$ cat config.mk
export PLATFORM = sky130hd
export DESIGN_NAME = blink_encoder_flat
export DESIGN_NICKNAME = d
export VERILOG_FILES = /design/src/rtl/blink_encoder_if.sv /design/src/rtl/blink_encoder.sv /design/src/flat_wrapper.sv
export SDC_FILE = /design/constraint.sdc
export NUM_CORES = 1
export LEC_CHECK = 0
export CAP_MARGIN = 10
export CORE_MARGIN = 2
export CORE_UTILIZATION = 55
export CTS_BUF_LIST = sky130_fd_sc_hd__clkbuf_8
export DETAILED_ROUTE_END_ITERATION = 16
export GPL_TIMING_DRIVEN = 0
export MAX_ROUTING_LAYER = met4
export PLACE_DENSITY = 0.73
export SKIP_LAST_GASP = 1
export SLEW_MARGIN = 20
export SYNTH_ARGS = -nofsm -noshare
export SYNTH_HDL_FRONTEND = slang
export SYNTH_SLANG_ARGS = --single-unit
$ cat constraint.sdc
create_clock -name clk -period 3.1 [get_ports clk]
set_input_delay 0.62 -clock clk [delete_from_list [all_inputs] [get_ports clk]]
set_output_delay 0.62 -clock clk [all_outputs]
set_load 0.1 [all_outputs]
$ cat src/rtl/blink_encoder_if.sv
// Command/status bundle for the blink encoder.
// master: the command source (test sequencer or bench).
// slave:  the encoder itself.
interface blink_encoder_if;
  logic cmd_left;
  logic cmd_right;
  logic blink;
  logic busy;
  logic cmd_drop;

  modport master (
    output cmd_left,
    output cmd_right,
    input  blink,
    input  busy,
    input  cmd_drop
  );

  modport slave (
    input  cmd_left,
    input  cmd_right,
    output blink,
    output busy,
    output cmd_drop
  );
endinterface

$ cat src/rtl/blink_encoder.sv
// Blink-count direction encoder.
// Turns a one-cycle left/right strobe into a train of blink-high pulses
// (1 pulse for left, RIGHT_PULSES for right) followed by a quiet guard
// period, so the downstream direction decoder sees each frame in its own
// counting window.
//
//   state | meaning
//   ------+-------------------------------------------------------------
//   IDLE  | line low, waiting for exactly one strobe
//   HIGH  | blink held high; cnt counts down the pulse width
//   GAP   | line low between two pulses of the same frame
//   GUARD | line low after the last pulse; keeps frames in separate windows
//
// One down-counter serves all three timed states; each state is left on
// the terminal count (cnt==0) and the next duration is reloaded at that
// point, so the counter never decrements through zero.
module blink_encoder #(
  parameter int unsigned CNT_W        = 29,
  parameter int unsigned HIGH_CYC     = 25_000_000,
  parameter int unsigned GAP_CYC      = 25_000_000,
  parameter int unsigned GUARD_CYC    = 268_435_456,
  parameter int unsigned RIGHT_PULSES = 2
) (
  input  logic           clk,
  input  logic           rst,
  blink_encoder_if.slave bus
);

  if (CNT_W < 1 || CNT_W > 32) begin : g_bad_cnt_w
    $error("blink_encoder: CNT_W must be in 1..32");
  end
  if (HIGH_CYC < 1 || GAP_CYC < 1 || GUARD_CYC < 1) begin : g_bad_dur_min
    $error("blink_encoder: all durations must be >= 1");
  end
  if ((64'(HIGH_CYC) >> CNT_W) != 64'd0) begin : g_bad_high
    $error("blink_encoder: HIGH_CYC does not fit in CNT_W bits");
  end
  if ((64'(GAP_CYC) >> CNT_W) != 64'd0) begin : g_bad_gap
    $error("blink_encoder: GAP_CYC does not fit in CNT_W bits");
  end
  if ((64'(GUARD_CYC) >> CNT_W) != 64'd0) begin : g_bad_guard
    $error("blink_encoder: GUARD_CYC does not fit in CNT_W bits");
  end
  if (RIGHT_PULSES < 2 || RIGHT_PULSES > 7) begin : g_bad_pulses
    $error("blink_encoder: RIGHT_PULSES must be in 2..7");
  end

  typedef enum logic [1:0] {
    IDLE  = 2'd0,
    HIGH  = 2'd1,
    GAP   = 2'd2,
    GUARD = 2'd3
  } state_t;

  // Reload values are duration-1 because the terminal count is zero.
  localparam logic [CNT_W-1:0] HIGH_LD  = CNT_W'(HIGH_CYC - 1);
  localparam logic [CNT_W-1:0] GAP_LD   = CNT_W'(GAP_CYC - 1);
  localparam logic [CNT_W-1:0] GUARD_LD = CNT_W'(GUARD_CYC - 1);
  localparam logic [CNT_W-1:0] CNT_ONE  = CNT_W'(1);
  localparam logic [2:0]       LEFT_N   = 3'd1;
  localparam logic [2:0]       RIGHT_N  = 3'(RIGHT_PULSES);

  state_t           state;
  state_t           state_nxt;
  logic [CNT_W-1:0] cnt;
  logic [CNT_W-1:0] cnt_nxt;
  logic [2:0]       pulses_left;
  logic [2:0]       pulses_nxt;
  logic             drop_nxt;
  logic             blink_q;
  logic             busy_q;
  logic             drop_q;

  logic strobe_any;
  logic strobe_both;
  logic cnt_zero;

  assign strobe_any  = bus.cmd_left | bus.cmd_right;
  assign strobe_both = bus.cmd_left & bus.cmd_right;
  assign cnt_zero    = (cnt == '0);

  // State, counter and output registers; reset abandons any frame in flight.
  always_ff @(posedge clk) begin
    if (!rst) begin
      state       <= IDLE;
      cnt         <= '0;
      pulses_left <= '0;
      blink_q     <= 1'b0;
      busy_q      <= 1'b0;
      drop_q      <= 1'b0;
    end else begin
      state       <= state_nxt;
      cnt         <= cnt_nxt;
      pulses_left <= pulses_nxt;
      blink_q     <= (state_nxt == HIGH);
      busy_q      <= (state_nxt != IDLE);
      drop_q      <= drop_nxt;
    end
  end

  // Next-state, counter reload and command-reject decision.
  always_comb begin
    state_nxt  = state;
    cnt_nxt    = cnt;
    pulses_nxt = pulses_left;
    drop_nxt   = 1'b0;

    unique case (state)
      IDLE: begin
        if (strobe_both) begin
          // Ambiguous direction: refuse rather than guess.
          drop_nxt = 1'b1;
        end else if (bus.cmd_left) begin
          pulses_nxt = LEFT_N;
          cnt_nxt    = HIGH_LD;
          state_nxt  = HIGH;
        end else if (bus.cmd_right) begin
          pulses_nxt = RIGHT_N;
          cnt_nxt    = HIGH_LD;
          state_nxt  = HIGH;
        end
      end

      HIGH: begin
        drop_nxt = strobe_any;
        if (!cnt_zero) begin
          cnt_nxt = cnt - CNT_ONE;
        end else if (pulses_left > 3'd1) begin
          pulses_nxt = pulses_left - 3'd1;
          cnt_nxt    = GAP_LD;
          state_nxt  = GAP;
        end else begin
          cnt_nxt   = GUARD_LD;
          state_nxt = GUARD;
        end
      end

      GAP: begin
        drop_nxt = strobe_any;
        if (!cnt_zero) begin
          cnt_nxt = cnt - CNT_ONE;
        end else begin
          cnt_nxt   = HIGH_LD;
          state_nxt = HIGH;
        end
      end

      GUARD: begin
        // Strobes on the final guard cycle are still rejected; the next
        // command is only taken once IDLE is visible.
        drop_nxt = strobe_any;
        if (!cnt_zero) begin
          cnt_nxt = cnt - CNT_ONE;
        end else begin
          state_nxt = IDLE;
        end
      end

      default: begin
        state_nxt = IDLE;
        cnt_nxt   = '0;
      end
    endcase
  end

  assign bus.blink    = blink_q;
  assign bus.busy     = busy_q;
  assign bus.cmd_drop = drop_q;

endmodule
$ cat src/flat_wrapper.sv
// flat-port wrapper written by rule: the top's interface ports become plain ports
module blink_encoder_flat 
#(
  parameter int unsigned CNT_W        = 29,
  parameter int unsigned HIGH_CYC     = 25_000_000,
  parameter int unsigned GAP_CYC      = 25_000_000,
  parameter int unsigned GUARD_CYC    = 268_435_456,
  parameter int unsigned RIGHT_PULSES = 2
)
  (clk, rst, bus_cmd_left, bus_cmd_right, bus_blink, bus_busy, bus_cmd_drop);
  blink_encoder_if bus_i ();
  input  logic clk;
  input  logic rst;
  input wire logic [$bits(bus_i.cmd_left)-1:0] bus_cmd_left;
  input wire logic [$bits(bus_i.cmd_right)-1:0] bus_cmd_right;
  output wire logic [$bits(bus_i.blink)-1:0] bus_blink;
  output wire logic [$bits(bus_i.busy)-1:0] bus_busy;
  output wire logic [$bits(bus_i.cmd_drop)-1:0] bus_cmd_drop;
  assign bus_i.cmd_left = bus_cmd_left;
  assign bus_i.cmd_right = bus_cmd_right;
  assign bus_blink = bus_i.blink;
  assign bus_busy = bus_i.busy;
  assign bus_cmd_drop = bus_i.cmd_drop;
  blink_encoder #(.CNT_W(CNT_W), .HIGH_CYC(HIGH_CYC), .GAP_CYC(GAP_CYC), .GUARD_CYC(GUARD_CYC), .RIGHT_PULSES(RIGHT_PULSES)) u_core (.clk(clk), .rst(rst), .bus(bus_i));
endmodule
# Word level (Yosys, flattened, before mapping)
# Index checks and enable logic that the tools add are counted.
[totals] inputBits=4 output_inout_bits=3 register_bits=37 elab_cells=51
[classes] reduce_logical=7 order_cmp=1 n_mux=24 bitwise=2 eq_ne=9 add_sub_neg=2
[op_table] cell="29-bit two-way mux" count=6
[op_table] cell="29-bit case mux with 4 select lines" count=1
[op_table] cell="29-bit logical NOT" count=1
[op_table] cell="29-bit by 1-bit subtractor with 29-bit output, second input constant" count=1
[op_table] cell="28-bit two-way mux" count=1
[op_table] cell="3-bit two-way mux" count=5
[op_table] cell="2-bit two-way mux" count=6
[op_table] cell="2-bit case mux with 4 select lines" count=1
[op_table] cell="3-bit case mux with 2 select lines" count=1
[op_table] cell="5-bit AND reduction" count=1
[op_table] cell="2-bit by 1-bit equality test with 1-bit output, second input constant" count=2
[op_table] cell="2-bit equality test, second input constant" count=2
[op_table] cell="2-bit by 1-bit != test with 1-bit output, second input constant" count=2
[op_table] cell="2-bit != test, second input constant" count=2
[op_table] cell="2-bit nonzero test" count=2
[op_table] cell="3-bit by 1-bit > comparator with 1-bit output, second input constant" count=1
[op_table] cell="3-bit != test, second input constant" count=1
[op_table] cell="3-bit AND reduction" count=1
[op_table] cell="3-bit OR reduction" count=1
[op_table] cell="3-bit by 1-bit subtractor with 3-bit output, second input constant" count=1
[op_table] cell="2-bit logical NOT" count=1
[op_table] cell="1-bit two-way mux" count=2
[op_table] cell="1-bit case mux with 2 select lines" count=1
[op_table] cell="1-bit bitwise AND" count=1
[op_table] cell="1-bit OR" count=1

# Longest topological paths before layout
# Gate-level depths: netlist (run 1).
[logic_depth] depth_word=5 depth_mapped=10

# Worst setup path after synthesis (run 1)
# Ideal clock, no wire load.
[synth_path] path_type="flip-flop to flip-flop" startpoint="register u_core.cnt[0]" endpoint="register u_core.cnt[2]" setup_ns=0.128 t_required_ns=2.972 arrival_ns=2.619 stages_incl_launch_ff=11 n_path_buf=2 slack_ns=0.353 cell_sequence="dfxtp_1 inv_1 ha_1 or4b_2 or4_1 clkbuf_1 or3_1 buf_6 and4_4 nor3_1 nor2_1"
[synth_via] elab_chain_len=3 word_cells_on_any_way=8 classes_between="add/sub: 1; eq/ne: 1; mux: 4; reduce/logical: 2"
[synth_lines] element="from (decl)" line_no="blink_encoder.sv:65" rtl="logic [CNT_W-1:0] cnt;"
[synth_lines] element="from (signal assigned)" line_no="blink_encoder.sv:93" rtl="cnt <= cnt_nxt;"
[synth_lines] element="29-bit by 1-bit subtractor with 29-bit output or 29-bit logical NOT (tied branches)"
[synth_lines] element="29-bit two-way mux, or another cell as far along" line_no="blink_encoder.sv:152" rtl="if (!cnt_zero) begin"
[synth_lines] element="29-bit case mux with 4 select lines or 3-bit AND reduction (tied branches)"
# Several ways; a longest one is shown, not always the timed one. The select of a mux whose other input is x is not followed.
# A chain may end at the register's enable or synchronous reset.

# Final worst setup path (run 1)
[layout_path] startpoint="register u_core.cnt[0]" endpoint="register u_core.cnt[4]"
# Same word-level chain as after synthesis.

==> impl_metrics.env, run 1 <==
export IMPL_cts_buffers=5
export IMPL_postRouteAntennaNets=0
export IMPL_clkLatencyLatePin_ps=300
export IMPL_crit_arrival_ps=3060
export IMPL_p_sw_share_pct=34.7
export IMPL_post_route_period_util_pct=93.6
export IMPL_synth_area_leaders="dfxtp_1 35%, a21oi_1 5.7%, nor2_1 4.6%, nor3_1 4.0%, or4_1 3.9%"
export IMPL_syn_area_um2=2110
export IMPL_cp_required_ps=3260
export IMPL_grt_antenna_before_repair=0
export IMPL_cts_path_max_buffers=2
export IMPL_slew_violations=0
export IMPL_yosys_warnings=0
export IMPL_cap_violations=0
export IMPL_nets=280
export IMPL_ys_ff_latch=37
export IMPL_yosys_area_top_type="dfxtp_1"
export IMPL_die_h_um=65.9
export IMPL_num_vias=2036
export IMPL_seq_power_share_pct=42.8
export IMPL_status="complete, no violations"
export IMPL_drive_above_1_share_pct=10.6
export IMPL_p_per_area_nw_per_um2=561
export IMPL_crit_type="reg2reg"
export IMPL_clock_sinks=37
export IMPL_rsz0062_at_grt="no"
export IMPL_root_buffer="clkbuf_8"
export IMPL_vdd_drop_max_mv=0.350
export IMPL_synth_cell_types=47
export IMPL_power_leakage_nw=0.846
export IMPL_portBuffers=6
export IMPL_grt_pass1_vias=1811
export IMPL_num_antenna_cells=0
export IMPL_p_int_uw=862
export IMPL_initial_core_util_pct=57.5
export IMPL_cp_max_fo=10
export IMPL_post_route_util_pct=64.3
export IMPL_grt_overflow=0
export IMPL_max_slew_margin_pct=34.9
export IMPL_min_period_ps=2900
export IMPL_fp_dieArea_um2=4340
export IMPL_fillers=324
export IMPL_post_cts_buffers=0
export IMPL_postSynthCellCount=260
export IMPL_end_kind="flip-flop"
export IMPL_synth_fp_nets=268
export IMPL_setup_viol=0
export IMPL_dpl_instance_area_um2=2230
export IMPL_finalWeightedCongestion=0.989
export IMPL_fmax_mhz=345
export IMPL_grt_pass1_wl_mm=8.87
export IMPL_yosysSeqAreaShare_pct=35.2
export IMPL_dp_slack_ps=-6.14
export IMPL_critPathLaunchType="flip-flop"
export IMPL_die_x_um=65.9
export IMPL_coreArea_um2=3660
export IMPL_timing_hold_ws_ps=477
export IMPL_std_cell_rows=22
export IMPL_crit_path_cell_trace="inv_1, ha_1, or4b_2, or4_4, or3_1, buf_6, and4_4, o21ai_1, a21oi_1"
export IMPL_ios=7
export IMPL_slowest_stage="or4b_2"
export IMPL_yosys_cell_count_top_type="dfxtp_1"
export IMPL_dr_first_iter_drc_count=284
export IMPL_synth_edff_count=0
export IMPL_final_area_um2=2350
export IMPL_firstDrtPassIters=5
export IMPL_avgSynthCellArea_um2=8.10
export IMPL_synthTopCellsByCount="37 x dfxtp_1, 26 x nor2_1, 24 x a21oi_1, 17 x nor3_1"
export IMPL_routed_wirelength_mm=5.41
export IMPL_clk_pin_slew_ps=70
export IMPL_async_flop_share_pct=0
export IMPL_route_detailed_drc=0
export IMPL_area_delta_synth_final_pct=11.8
export IMPL_wl_per_cell_um=16.8
export IMPL_yosys_most_used_dff="dfxtp_1"
export IMPL_synth_top_area_share_pct=35.2
export IMPL_clock_skew_ps=3.31
export IMPL_switchingPower_uw=458
export IMPL_grt_start_max_net_pins=12
export IMPL_worst_pin_slew_ps=974
export IMPL_critical_path_max_stage_delay_ps=640
export IMPL_vias_per_cell=6.34
export IMPL_layout_setup_ws_ps=197
export IMPL_register_area_um2=741
export IMPL_multi_input_area_um2=1280
export IMPL_hold_class="reg2reg"
export IMPL_grtUsageTotal_pct=27.9
export IMPL_place_hpwl_mm=3.66
export IMPL_htreeDepth=2
export IMPL_p_comb_share_pct=28.7
export IMPL_hold_violations=0
export IMPL_cts_tree="done"
export IMPL_p_clk_share_pct=28.4
==> critical path: cells and delay by family (launching register included) <==
family / cells / cell delay (ps)
and+or+nand+nor: 4 / 1710
DFF: 1 / 340
buffers and inverters: 2 / 290
AOI/OAI and AO/OA: 2 / 250
adders and majority gates: 1 / 180
==> metrics by stage <==
step	total power [mW]	instances	TNS, ps
2_1_floorplan	0.848	260	0
3_3_place_gp	0.931	314	0
3_5_place_dp	0.935	314	-6.14
4_1_cts	1.31	322	0
5_1_grt	1.39	321	0
6_report	1.32	321	0
==> layer usage <==
layer / part of all wire (%) / up-vias / GRT usage, % / routed length (µm)
li1: - / 988 / - / -
met1: 46 / 946 / 37.9 / 2480
met2: 46 / 90 / 41.5 / 2460
met3: 6.5 / 12 / 5.96 / 349
met4: 2.2 / 0 / 9.11 / 119
met5: 0 / - / - / 0
==> timing repair <==
action                     in CTS  in global routing
hold buffers                    0                  0
cloned                          0                  0
setup endpoints to repair       1                 26
resized for setup               1                  3
==> logic make-up after synthesis <==
group | after synthesis | share of synthesized area (%)
mux | 2 | 0.951
xor+xnor | 14 | 5.82
compound gates | 74 | 22.8
fa+ha+maj | 4 | 2.38
flops | 37 | 35.2
simple gates | 105 | 27.6
buf+inv | 24 | 5.23
==> cells in the final DEF (no fill, tap or decap), drive strengths merged, types with 3 or more instances in the layout <==
master and count:
a21o 4, a21oi 25, a31oi 10, buf 5
clkbuf 17, clkdlybuf4s50 6, dfxtp 37, ha 4
inv 8, nand2 12, nand2b 3, nand3 7
nand4 4, nor2 26, nor3 17, nor4 6
o21ai 17, o41ai 4, or2 3, or3 7
or4 11, xnor2 7, xor2 7
==> power by group through the flow <==
stage	Clock (mW)	Sequential [mW]	Combinational, mW
6_report	0.375	0.565	0.379
5_1_grt	0.403	0.572	0.413
4_1_cts	0.380	0.564	0.367
3_5_place_dp	0	0.574	0.361
3_3_place_gp	0	0.573	0.358
2_1_floorplan	0	0.591	0.257
==> cell type report <==
type / instances / area share (%)
clock inverter: 1 / 0.213
inverter: 8 / 1.28
buffer: 15 / 3.24
sequential: 37 / 31.5
timing repair buffer: 6 / 2.55
clock buffer: 7 / 4.09
tap: 48 / 2.55
multi-input combinational: 199 / 54.6
==> state kept, by name (all words and copies together) (netlist names) <==
register and flops:
u_core.state 2, u_core.cnt 29, u_core.bus.cmd_drop 1, u_core.pulses_left 3, u_core.bus.blink 1, u_core.bus.busy 1
==> worst paths after layout <==
kind              slack [ps]  depth (start not counted)              to      startpoint
setup / recovery         200                          9   u_core.cnt[4]   u_core.cnt[0]
hold / removal           480                          2  u_core.cnt[26]  u_core.cnt[26]
setup reg to reg         200                          9   u_core.cnt[4]   u_core.cnt[0]
hold reg to reg          480                          2  u_core.cnt[26]  u_core.cnt[26]
No activity file was read; power rests on OpenSTA's default activity.
==> inputs of run 2 (changes only) <==
--- a/config.mk
+++ b/config.mk
@@ -5,6 +5,7 @@
 export SDC_FILE = /design/constraint.sdc
 export NUM_CORES = 1
 export LEC_CHECK = 0
+export ABC_AREA = 1
 export CAP_MARGIN = 10
 export CORE_MARGIN = 2
 export CORE_UTILIZATION = 55
@@ -12,7 +13,7 @@
 export DETAILED_ROUTE_END_ITERATION = 16
 export GPL_TIMING_DRIVEN = 0
 export MAX_ROUTING_LAYER = met4
-export PLACE_DENSITY = 0.73
+export PLACE_DENSITY = 0.72
 export SKIP_LAST_GASP = 1
 export SLEW_MARGIN = 20
 export SYNTH_ARGS = -nofsm -noshare
==> run 2 against run 1 <==
- core utilization is 2.5 points lower
- via count grew 22%
- fmax rose by 23%
- sequential share of layout area is 5.9 points lower
- clock skew rose by 9.9 ps
- critical endpoint is now bus_busy
- largest cell class unchanged
- highest routed layer unchanged
==> impl_metrics.env, run 2 <==
export IMPL_status="complete, no violations"
export IMPL_grt_antenna_before_repair=0
export IMPL_min_period_ps=2360
export IMPL_r2r_cells=11
export IMPL_synth_cell_types=31
export IMPL_portBuffers=6
export IMPL_setup_tns_ps=0
export IMPL_cap_violations=0
export IMPL_coreArea_um2=4690
export IMPL_max_slew_margin_pct=34.8
export IMPL_yosys_most_used_dff="dfxtp_1"
export IMPL_yosysSeqAreaShare_pct=27.7
export IMPL_clkLatencyLatePin_ps=290
export IMPL_cts_path_max_buffers=2
export IMPL_crit_type="reg2out"
export IMPL_finalWeightedCongestion=0.915
export IMPL_worst_pin_slew_ps=976
export IMPL_firstDrtPassIters=4
export IMPL_p_sw_share_pct=37.6
export IMPL_hold_class="reg2reg"
export IMPL_critPathLaunchType="flip-flop"
export IMPL_postRouteAntennaNets=0
export IMPL_p_per_area_nw_per_um2=474
export IMPL_async_flop_share_pct=0
export IMPL_ios=7
export IMPL_yosys_warnings=0
export IMPL_cp_required_ps=2480
export IMPL_cts_tree="done"
export IMPL_fmax_mhz=424
export IMPL_final_common_cell="nand2_1"
export IMPL_crit_arrival_ps=1740
export IMPL_synth_edff_count=0
export IMPL_layout_common_cells="84 x nand2_1, 54 x inv_1, 48 x nor2_1"
export IMPL_post_route_period_util_pct=76.2
export IMPL_r2r_setup_slack_ps=1290
export IMPL_place_hpwl_mm=4.88
export IMPL_drive_above_1_share_pct=22.4
export IMPL_reg2reg_from="u_core.cnt[0]"
export IMPL_ys_ff_latch=37
export IMPL_yosys_area_top_type="dfxtp_1"
export IMPL_initial_core_util_pct=56.9
export IMPL_area_delta_synth_final_pct=8.58
export IMPL_slowest_stage="clkdlybuf4s50_1"
export IMPL_grt_start_max_net_pins=12
export IMPL_clk_pin_slew_ps=80
export IMPL_rsz0062_at_grt="no"
export IMPL_fillers=459
export IMPL_grt_pass1_wl_mm=10.6
export IMPL_min_from="u_core.cnt[25]"
export IMPL_cts_buffers=5
export IMPL_num_vias=2482
export IMPL_nets=427
export IMPL_clock_skew_ps=13.2
export IMPL_wl_per_cell_um=13.4
export IMPL_die_h_um=73.7
export IMPL_root_buffer="clkbuf_8"
export IMPL_syn_area_um2=2670
export IMPL_p_comb_share_pct=31.5
export IMPL_hold_violations=0
export IMPL_routed_wirelength_mm=6.37
export IMPL_synth_top_area_share_pct=27.7
export IMPL_avgSynthCellArea_um2=6.58
export IMPL_seq_power_share_pct=40.7
export IMPL_switchingPower_uw=517
export IMPL_dr_first_iter_drc_count=186
export IMPL_critical_path_max_stage_delay_ps=1130
export IMPL_top_register="u_core.cnt"
export IMPL_num_antenna_cells=0
export IMPL_postSynthCellCount=406
export IMPL_largest_reg_flops=29
export IMPL_grt_pass1_vias=2294
export IMPL_grt_overflow=0
export IMPL_p_clk_share_pct=27.9
export IMPL_crit_path_cell_trace="clkdlybuf4s50_1"
export IMPL_reg_largest_list="u_core.cnt: 29 flops, u_core.pulses_left: 3 flops, u_core.state: 2 flops"
export IMPL_yosys_cell_count_top_type="nand2_1"
export IMPL_post_cts_buffers=0
export IMPL_std_cell_rows=25
export IMPL_grtUsageTotal_pct=26.3
export IMPL_p_total_mw=1.37
export IMPL_min_path_cells=2
export IMPL_route_detailed_drc=0
export IMPL_critPathTopFamily="buffers and inverters"
export IMPL_cts_repair_resized=0
export IMPL_cp_max_fo=1
export IMPL_hold_buffers=0
export IMPL_end_kind="output port"
export IMPL_power_leakage_nw=1.31
export IMPL_vias_per_cell=5.24
export IMPL_r2r_end="u_core.cnt[24]"
export IMPL_synthTopCellsByCount="84 x nand2_1, 54 x inv_1, 48 x nor2_1, 37 x dfxtp_1, 37 x nand3_1"
export IMPL_fp_dieArea_um2=5430
export IMPL_vdd_drop_max_mv=0.318
export IMPL_min_to="u_core.cnt[25]"
export IMPL_p_int_uw=857
export IMPL_synth_area_leaders="dfxtp_1 28%, nand2_1 12%, nand2_2 8.0%, inv_1 7.6%, nand3_1 6.9%"
export IMPL_clock_sinks=37
export IMPL_die_x_um=73.7
export IMPL_slew_violations=0
export IMPL_setup_viol=0
export IMPL_htreeDepth=2
export IMPL_worst_path_buf_inv=1
export IMPL_synth_fp_nets=414
-- run 2: changes by cell type in the layout (fill, tap and decap cells not counted), sizes merged, moves of 10 or more --
cell,before,now
inv,8,60
nand3,7,40
a31oi,10,0
nand2,12,121
or4,11,0
nor2,26,68
nor3,17,5
-- run 2: power groups by stage --
stage	Combinational, mW	Sequential, mW	Clock (mW)
2_1_floorplan	0.322	0.583	0
3_3_place_gp	0.420	0.567	0
3_5_place_dp	0.428	0.568	0
4_1_cts	0.432	0.557	0.393
5_1_grt	0.484	0.564	0.405
6_report	0.432	0.559	0.383
-- run 2: worst max-delay path by stage --
stage	start	end	slack, ps	cells after the start
6_report	u_core.bus.busy	bus_busy	740	1
5_1_grt	u_core.bus.busy	bus_busy	710	1
4_1_cts	u_core.bus.busy	bus_busy	730	1
3_5_place_dp	bus_cmd_left	u_core.cnt[19]	890	11
3_3_place_gp	bus_cmd_left	u_core.cnt[13]	940	9
2_1_floorplan	u_core.cnt[0]	u_core.cnt[25]	1540	12
-- run 2: through the flow --
step           cell area (µm²)  util, %  setup slack, ps  std cells  hold WS [ps]
2_1_floorplan             2670        -             1540        406           455
3_3_place_gp              2800     59.6              939        466           465
3_5_place_dp              2800     59.6              890        466           475
4_1_cts                   2900     61.8              727        474           489
5_1_grt                   2900     61.8              714        474           506
6_report                  2900     61.8              739        474           486
-- run 2: kinds of logic (layout without fill, tap and decap cells) --
kind of cell    Yosys count  in the layout  synth area share [%]
flops                    37             37                  27.7
xor+xnor                  7              7                  2.30
compound gates           39             39                  9.04
buf+inv                  69             83                  11.3
simple gates            250            250                  47.8
fa+ha+maj                 4              4                  1.87
-- run 2: layer usage --
layer	GRT usage (%)	wire length [µm]	vias to the layer above
li1	-	-	1300
met1	32.6	2900	1112
met2	42.4	3010	55
met3	4.53	328	15
met4	10.3	133	0
met5	-	0	-
-- run 2: layout make-up --
cell class / count / area, µm² / area share, %
Multi-Input combinational cell: 300 / 1630 / 56.2
Sequential cell: 37 / 741 / 25.6
Inverter: 60 / 225 / 7.77
Clock buffer: 7 / 96.3 / 3.32
Buffer: 9 / 76.3 / 2.63
Tap cell: 54 / 67.6 / 2.33
Timing Repair Buffer: 6 / 60.1 / 2.07
Clock inverter: 1 / 5.00 / 0.173
==> inputs of run 3 (changes only) <==
--- a/config.mk
+++ b/config.mk
@@ -13,7 +13,7 @@
 export DETAILED_ROUTE_END_ITERATION = 16
 export GPL_TIMING_DRIVEN = 0
 export MAX_ROUTING_LAYER = met4
-export PLACE_DENSITY = 0.72
+export PLACE_DENSITY = 0.75
 export SKIP_LAST_GASP = 1
 export SLEW_MARGIN = 20
 export SYNTH_ARGS = -nofsm -noshare
==> constraint.sdc (replaced) <==
create_clock -name clk -period 2.1 [get_ports clk]
set_input_delay 0.42 -clock clk [delete_from_list [all_inputs] [get_ports clk]]
set_output_delay 0.42 -clock clk [all_outputs]
set_load 0.1 [all_outputs]
==> run 3 against run 2 <==
- count of clock-buffer cells in the layout decreased by 1
- die area is the same
- non-clock buffer count did not move
- cell count shrank 0.21%
- design area decreased by 0.65%
- clock skew fell by 6.1 ps
- routed wire length barely moved
==> impl_metrics.env, run 3 (synthesized netlist as in run 2, its figures left out) <==
export IMPL_rsz0062_at_grt="no"
export IMPL_p_total_mw=1.98
export IMPL_firstDrtPassIters=5
export IMPL_vias_per_cell=5.38
export IMPL_dp_cells=466
export IMPL_finalWeightedCongestion=0.973
export IMPL_end_kind="output port"
export IMPL_routed_wirelength_mm=6.37
export IMPL_grtUsageTotal_pct=27.1
export IMPL_critical_path_max_stage_delay_ps=850
export IMPL_area_delta_synth_final_pct=7.87
export IMPL_slew_violations=0
export IMPL_clk_pin_slew_ps=80
export IMPL_power_leakage_nw=1.31
export IMPL_cp_max_fo=1
export IMPL_drive_above_1_share_pct=22.0
export IMPL_fp_dieArea_um2=5430
export IMPL_num_antenna_cells=0
export IMPL_wl_per_cell_um=13.5
export IMPL_nets=427
export IMPL_grt_overflow=0
export IMPL_setup_viol=0
export IMPL_std_cell_rows=25
export IMPL_p_per_area_nw_per_um2=687
export IMPL_final_common_cell="nand2_1"
export IMPL_hold_violations=0
export IMPL_slowest_stage="dlygate4sd2_1"
export IMPL_place_hpwl_mm=4.84
export IMPL_instances_no_fill=473
export IMPL_vdd_drop_max_mv=0.403
export IMPL_die_x_um=73.7
export IMPL_fmax_mhz=531
export IMPL_initial_core_util_pct=56.9
export IMPL_worst_pin_slew_ps=958
export IMPL_layout_common_cells="84 x nand2_1, 55 x inv_1, 48 x nor2_1"
export IMPL_num_vias=2547
export IMPL_cp_required_ps=1680
export IMPL_postRouteAntennaNets=0
export IMPL_crit_type="reg2out"
export IMPL_critPathTopFamily="buffers and inverters"
export IMPL_fillers=470
export IMPL_route_detailed_drc=0
export IMPL_grt_antenna_before_repair=0
export IMPL_portBuffers=6
export IMPL_critPathLaunchType="flip-flop"
export IMPL_multi_input_area_um2=1630
export IMPL_crit_arrival_ps=1460
export IMPL_htreeDepth=2
export IMPL_clock_skew_ps=7.11
export IMPL_register_area_um2=741
export IMPL_dr_first_iter_drc_count=147
export IMPL_root_buffer="clkbuf_8"
export IMPL_top_register="u_core.cnt"
export IMPL_grt_start_max_net_pins=11
export IMPL_grt_pass1_vias=2303
export IMPL_ios=7
export IMPL_worst_path_buf_inv=1
export IMPL_clkLatencyLatePin_ps=300
export IMPL_cts_tree="done"
export IMPL_grt_pass1_wl_mm=10.9
export IMPL_cts_buffers=5
export IMPL_reg_largest_list="u_core.cnt: 29 flops, u_core.pulses_left: 3 flops, u_core.state: 2 flops"
export IMPL_crit_path_cell_trace="dlygate4sd2_1"
export IMPL_post_route_period_util_pct=89.7
export IMPL_setup_tns_ps=0
export IMPL_status="complete, no violations"
export IMPL_cap_violations=0
export IMPL_cts_path_max_buffers=2
export IMPL_coreArea_um2=4690
export IMPL_clock_sinks=37
export IMPL_max_slew_margin_pct=36.4
export IMPL_hold_class="reg2reg"
export IMPL_die_h_um=73.7
export IMPL_min_period_ps=1880
export IMPL_largest_reg_flops=29
-- run 3: cell count changes in the layout (fill, tap and decap cells not counted), sizes merged --
cell           before  now
clkbuf              9    8
inv                60   61
dlygate4sd2         0    3
clkdlybuf4s50       6    3
clkinv              1    0
-- run 3: layout make-up --
type	count	share of cell area, %
multi-input combinational	300	56.5
sequential	37	25.7
inverter	60	7.82
clock buffer	6	2.87
buffer	9	2.65
tap	54	2.35
timing repair buffer	6	1.95
clock inverter	1	0.130
-- run 3: routing by layer --
layer	part of all wire [%]	GRT usage (%)	vias up
met2	47	42.4	74
met4	2.4	10.5	0
li1	-	-	1305
met5	0	-	-
met3	4.6	4.39	17
met1	46	34.9	1151
-- run 3: report_power, final --
| part | total [mW] | switching [mW] | internal, mW |
|---|---|---|---|
| clock | 0.523 | 0.267 | 0.256 |
| sequential | 0.822 | 0.0597 | 0.762 |
| combinational | 0.634 | 0.431 | 0.203 |
| total | 1.98 | 0.758 | 1.22 |
-- run 3: path summary, 6_finish.rpt --
kind | startpoint | end | slack, ps | cells after the start
max | u_core.bus.blink | bus_blink | 220 | 1
min | u_core.cnt[25] | u_core.cnt[25] | 480 | 2
max reg2reg | u_core.cnt[0] | u_core.cnt[1] | 290 | 11
min reg2reg | u_core.cnt[25] | u_core.cnt[25] | 480 | 2
-- run 3: repair_timing --
| action | CTS | global route |
|---|---|---|
| hold buffers | 0 | 0 |
| setup endpoints to repair | 3 | 0 |
| buffers inserted | 0 | 0 |
| resized for setup | 3 | 0 |
-- run 3: through the flow --
step | hold WS, ps | cell area (µm²) | worst slack [ps] | utilization, %
2_1_floorplan | 455 | 2670 | 542 | -
3_3_place_gp | 465 | 2800 | 74.0 | 59.6
3_5_place_dp | 471 | 2800 | 96.5 | 59.6
4_1_cts | 483 | 2880 | 199 | 61.4
5_1_grt | 522 | 2880 | 86.2 | 61.4
6_report | 484 | 2880 | 217 | 61.4
